==> config.mk <==
export PLATFORM = sky130hd
export DESIGN_NAME = imm_decode_stage
export DESIGN_NICKNAME = d
export VERILOG_FILES = /design/src/rtl/imm_decode_stage.sv
export SDC_FILE = /design/constraint.sdc
export NUM_CORES = 1
export LEC_CHECK = 0
export CORE_ASPECT_RATIO = 1.5
export CORE_MARGIN = 4
export CORE_UTILIZATION = 47
export DETAILED_ROUTE_END_ITERATION = 16
export GPL_TIMING_DRIVEN = 0
export PLACE_DENSITY = 0.79
export SLEW_MARGIN = 15
export SYNTH_ARGS = -nofsm -noshare
export SYNTH_HDL_FRONTEND = slang
export SYNTH_SLANG_ARGS = --single-unit
==> constraint.sdc <==
create_clock -name clk_i -period 7.1 [get_ports clk_i]
set_clock_uncertainty 0.2 [all_clocks]
set_input_delay 1.42 -clock clk_i [delete_from_list [all_inputs] [get_ports clk_i]]
set_output_delay 1.42 -clock clk_i [all_outputs]
set_load 0.01 [all_outputs]
==> src/rtl/imm_decode_stage.sv <==
// imm_decode_stage: pipelined immediate decoder with 2-entry skid buffer; define IMM_DECODE_ZICSR_EN for Zicsr CSR-immediate (type Z) decode
module imm_decode_stage #(
  parameter int XLEN = 32,
  parameter bit RV64_OPS = (XLEN == 64)
) (
  input  logic            clk_i,
  input  logic            rst_i,
  input  logic            flush_i,
  input  logic            in_valid_i,
  output logic            in_ready_o,
  input  logic [31:0]     in_instr_i,
  input  logic [XLEN-1:0] in_pc_i,
  output logic            out_valid_o,
  input  logic            out_ready_i,
  output logic [31:0]     out_instr_o,
  output logic [XLEN-1:0] out_pc_o,
  output logic [XLEN-1:0] out_imm_o,
  output logic [2:0]      out_type_o,
  output logic            out_illegal_o
);
  localparam int W = 36 + 2 * XLEN;
  localparam bit RV64 = RV64_OPS && (XLEN == 64);
  logic [31:0] imm_i, imm_s, imm_b, imm_u, imm_j, imm32;
  logic [2:0] typ;
  logic ill;
  logic [W-1:0] beat, main_q, main_d, skid_q, skid_d;
  logic main_v_q, main_v_d, skid_v_q, skid_v_d;
  logic push, pop;
  assign imm_i = {{20{in_instr_i[31]}}, in_instr_i[31:20]};
  assign imm_s = {{20{in_instr_i[31]}}, in_instr_i[31:25], in_instr_i[11:7]};
  assign imm_b = {{19{in_instr_i[31]}}, in_instr_i[31], in_instr_i[7], in_instr_i[30:25], in_instr_i[11:8], 1'b0};
  assign imm_u = {in_instr_i[31:12], 12'b0};
  assign imm_j = {{11{in_instr_i[31]}}, in_instr_i[31], in_instr_i[19:12], in_instr_i[20], in_instr_i[30:21], 1'b0};
  // classify the opcode and pick the matching 32-bit immediate; illegal encodings report R with imm 0
  always_comb begin
    imm32 = '0;
    typ = 3'd0;
    ill = 1'b0;
    case (in_instr_i[6:2])
      5'b00000, 5'b00011, 5'b00100, 5'b11001: begin typ = 3'd1; imm32 = imm_i; end
      5'b11100: begin
        typ = 3'd1;
        imm32 = imm_i;
`ifdef IMM_DECODE_ZICSR_EN
        if (in_instr_i[14] && in_instr_i[13:12] != 2'b00) begin typ = 3'd6; imm32 = {27'd0, in_instr_i[19:15]}; end
`endif
      end
      5'b00110: begin typ = 3'd1; imm32 = imm_i; ill = !RV64; end
      5'b01000: begin typ = 3'd2; imm32 = imm_s; end
      5'b11000: begin typ = 3'd3; imm32 = imm_b; end
      5'b00101, 5'b01101: begin typ = 3'd4; imm32 = imm_u; end
      5'b11011: begin typ = 3'd5; imm32 = imm_j; end
      5'b01100: typ = 3'd0;
      5'b01110: ill = !RV64;
      default: ill = 1'b1;
    endcase
    if (in_instr_i[1:0] != 2'b11) ill = 1'b1;
    if (ill) begin imm32 = '0; typ = 3'd0; end
  end
  assign beat = {in_instr_i, in_pc_i, XLEN'($signed(imm32)), typ, ill};
  assign push = in_valid_i && !skid_v_q;
  assign pop = main_v_q && out_ready_i;
  // skid-buffer steering: flush beats pop beats push; data only moves when an entry is (re)loaded
  always_comb begin
    main_v_d = main_v_q;
    skid_v_d = skid_v_q;
    main_d = main_q;
    skid_d = skid_q;
    if (flush_i) begin
      main_v_d = 1'b0;
      skid_v_d = 1'b0;
    end else if (pop && skid_v_q) begin
      main_d = skid_q;
      skid_v_d = 1'b0;
    end else if (pop) begin
      main_v_d = push;
      main_d = push ? beat : main_q;
    end else if (push && main_v_q) begin
      skid_d = beat;
      skid_v_d = 1'b1;
    end else if (push) begin
      main_d = beat;
      main_v_d = 1'b1;
    end
  end
  // buffer state registers, cleared asynchronously
  always_ff @(posedge clk_i or posedge rst_i) begin
    if (rst_i) begin
      main_q <= '0;
      skid_q <= '0;
      main_v_q <= 1'b0;
      skid_v_q <= 1'b0;
    end else begin
      main_q <= main_d;
      skid_q <= skid_d;
      main_v_q <= main_v_d;
      skid_v_q <= skid_v_d;
    end
  end
  assign in_ready_o = !skid_v_q;
  assign out_valid_o = main_v_q;
  assign {out_instr_o, out_pc_o, out_imm_o, out_type_o, out_illegal_o} = main_q;
endmodule

==> metrics.md, run 1 <==
| Metric | Value |
|---|---|
| Layout cells sized above 1 | 0.0687 |
| FFs w/ async S/R, synth | 1.00 |
| Worst-margin pin slew | 0.824 ns |
| I/O pin total | 171 |
| Worst setup EP type | flop |
| Status | finished clean |
| CTS tree | yes |
| Minimum clock period | 3.43 ns |
| Worst-Skew Late Latency | 0.48 ns |
| Fill count | 1566 |
| Post-Syn Area per Cell | 8.99 sq um |
| CTS Sinks | 202 |
| Antenna Nets Post-Route | 0 |
| Crit path launch type | input pin |
| Root buffer cell | clkbuf_16 |
| Die area | 21200 sq um |
| First-pass GRT wire length | 41900 um |
| GRT Util Overall | 0.248 |
| Hold/Removal Path Class | flop to flop |
| Reg power frac | 0.480 |
| Post-synthesis sequential area ratio | 0.569 |
| Clock power share | 0.335 |
| Antenna cells | 0 |
| Routability cong. | 0.957 |
| CTS max path bufs | 3 |
| Fin util | 0.625 |
| Pwr Total | 2.96 mW |
| Post-CTS setup buffer count | 0 |
| Post-Syn Area | 8880 sq um |
| Distinct cell type count after synthesis | 53 |
| WL/cell | 18.2 um |
| Int Pwr | 2.16 mW |
| Number of synthesized register bits | 202 |
| Maximum vdd drop | 0.130 mV |
| Vias/cell | 5.52 |
| Yosys warnings | 0 |
| Most frequent cells after synthesis | 353 x nand2_1, 202 x dfrtp_1, 67 x nor2_1, 66 x a31oi_1, 46 x a21oi_1 |
| Number of enable flip-flop cells after synthesis | 0 |
| Critical path class | input pin to flop |
| DP Wirelength | 19200 um |
| Fin. Hold Viols | 0 |
| Starting Density | 0.479 |
| Final WL | 26300 um |
| Initial antenna violation count | 0 |
| Slew HR | 0.446 |
| Share of the synthesized area in the top cell type | 0.569 |
| Largest net degree at the start of global routing | 38 |
| Drt initial violations | 768 |
| Crit Path Max Fanout | 10 |
| Worst hold slack | 0.274 ns |
| Pwr Density | 255 nW/um^2 |
| Clock H-tree levels | 1 |
| Mapped Cells | 987 |
| Maximum clock rate | 292 MHz |
| DRC | 0 |
| Vias in the first global route | 7950 |
| Fin crit share | 0.483 |
| Synth area leaders | dfrtp_1 57%, nand2_1 15%, a31oi_1 4.7%, nor2_1 2.8%, a21oi_1 2.6% |
| Die Y | 176 um |
| RSZ-0062 raised after global routing | no |
| Core Rows | 61 |
| Layout Nets | 1252 |
| Area growth from synthesis to layout | 30.6% |
| P_sw | 0.795 mW |
| Max cap viols | 0 |
| Final setup violation count | 0 |
| Leak | 5.37 nW |
| Setup TNS | 0 ns |
| Register clock-pin slew on the reported worst setup and hold paths | 0.06 ns |
| Yosys top cell by area | dfrtp_1 |
| Grt ovf | 0 |
| Via Count | 7979 |
| Post-cts sizing count | 0 |
| Post-CTS Hold Fix Bufs | 0 |
| Port Buf Inserts | 170 |
| WP data required | 7.25 ns |
| Top-count cell post-synth | nand2_1 |
| Critical path arrival | 3.58 ns |
| Gate power share | 0.185 |
| Syn_nets | 1056 |
| TritonRoute pass-1 iters | 5 |
| Core footprint | 18500 sq um |
| Total CTS buffers | 19 |
| Switching share of power | 0.269 |
| Die Width | 120 um |
| Slew Viols, Final | 0 |
| Ys flop type | dfrtp_1 |
layer usage:
layer | track usage | wire length (um) | vias to the layer above
li1 | - | - | 3727
met1 | 0.307 | 9920 | 3838
met2 | 0.438 | 13500 | 343
met3 | 0.0314 | 1830 | 71
met4 | 0.0994 | 1050 | 0
met5 | 0 | 0 | -
power groups by stage:
stage / Combinational [mW] / Clock [mW] / Sequential, mW
after floorplan: 0.230 / 0 / 1.46
after global placement: 0.531 / 0 / 1.43
after detailed placement: 0.549 / 0 / 1.44
after CTS: 0.553 / 0.996 / 1.42
after global routing: 0.602 / 1.04 / 1.44
final: 0.548 / 0.989 / 1.42
area by class of cell:
cell class	count	area (sq um)	area share
Timing Repair Buffer	175	1800	0.155
Sequential cell	202	5050	0.436
Clock inverter	1	5.00	0.000432
Clock buffer	31	591	0.0509
Buffer	73	328	0.0283
Multi-Input combinational cell	707	3470	0.300
Tap cell	252	315	0.0272
Inverter	5	22.5	0.00194
kinds of logic after synthesis:
kind of cell | count (synthesis) | share of synthesized area
AOI/OAI and AO/OA | 218 | 0.164
buffers and inverters | 78 | 0.0390
DFF | 202 | 0.569
and+or+nand+nor | 489 | 0.228
cell usage in the layout, fill, tap and decap left out, types with 2 or more instances in the layout:
cell type | netlist | routed
and2_1 | 4 | 4
a221o_1 | 8 | 8
nand2b_1 | 3 | 3
buf_1 | 11 | 11
or3_1 | 2 | 2
clkbuf_16 | 0 | 19
a21oi_1 | 46 | 46
nor2_1 | 67 | 67
buf_2 | 28 | 28
a2111oi_1 | 2 | 2
a21o_1 | 10 | 10
buf_12 | 0 | 5
and3_1 | 32 | 32
clkbuf_1 | 30 | 35
a211oi_1 | 4 | 4
buf_4 | 3 | 3
nor2b_1 | 6 | 6
o21ai_1 | 29 | 29
a31oi_1 | 66 | 66
clkdlybuf4s50_1 | 0 | 170
o31ai_4 | 4 | 4
nand2_1 | 353 | 353
nand3_1 | 7 | 7
dfrtp_1 | 202 | 202
clkbuf_8 | 0 | 7
inv_1 | 5 | 4
o31ai_1 | 3 | 3
o21ai_0 | 20 | 20
nor3b_1 | 2 | 2
a22o_1 | 8 | 8
a32o_1 | 4 | 4
nor3_1 | 3 | 3
registers in the layout, indices dropped and copies added (netlist names):
name,cells
main_q,100
out_valid_o,1
skid_q,100
skid_v_q,1
critical path, stage by stage:
cell and delay [ns]:
clkdlybuf4s50_1 0.48, nand2b_1 0.13, a211oi_2 0.47, clkbuf_1 0.38
buf_4 0.28, buf_2 0.29, a31oi_1 0.12
worst paths after layout:
path / start / end / slack [ns] / cells past startpoint
max: in_valid_i / main_q[97] / 3.67 / 7
min: skid_q[60] / skid_q[60] / 0.27 / 2
max reg2reg: skid_v_q / main_q[97] / 4.54 / 6
min reg2reg: skid_q[60] / skid_q[60] / 0.27 / 2
max in group asynchronous: rst_i / main_q[97] / 4.62 / 4
min in group asynchronous: rst_i / main_q[42] / 1.20 / 2
metrics by stage:
| step | area, sq um | setup WS [ns] | cells |
|---|---|---|---|
| after floorplan | 8880 | 2.86 | 987 |
| after global placement | 10900 | 1.33 | 1409 |
| after detailed placement | 11000 | 3.18 | 1414 |
| after CTS | 11600 | 3.68 | 1446 |
| after global routing | 11600 | 3.49 | 1446 |
| final | 11600 | 3.67 | 1446 |
Note: power is estimated with default switching activity, not from simulation.
==> run 2, diff against run 1 <==
==> constraint.sdc (replaced) <==
create_clock -name clk_i -period 3 [get_ports clk_i]
set_clock_uncertainty 0.2 [all_clocks]
set_input_delay 0.6 -clock clk_i [delete_from_list [all_inputs] [get_ports clk_i]]
set_output_delay 0.6 -clock clk_i [all_outputs]
set_load 0.01 [all_outputs]
==> results of run 2 <==
The final DEF is identical to that of run 1. Status: finished clean.
Among the figures that moved: setup slack after placement 3.18 ns -> -0.0956 ns; setup slack after layout 3.67 ns -> 0.390 ns; register-to-register setup slack 4.54 ns -> 0.44 ns; total power 2.96 mW -> 6.99 mW; worst IR drop on VDD 0.130 mV -> 0.307 mV
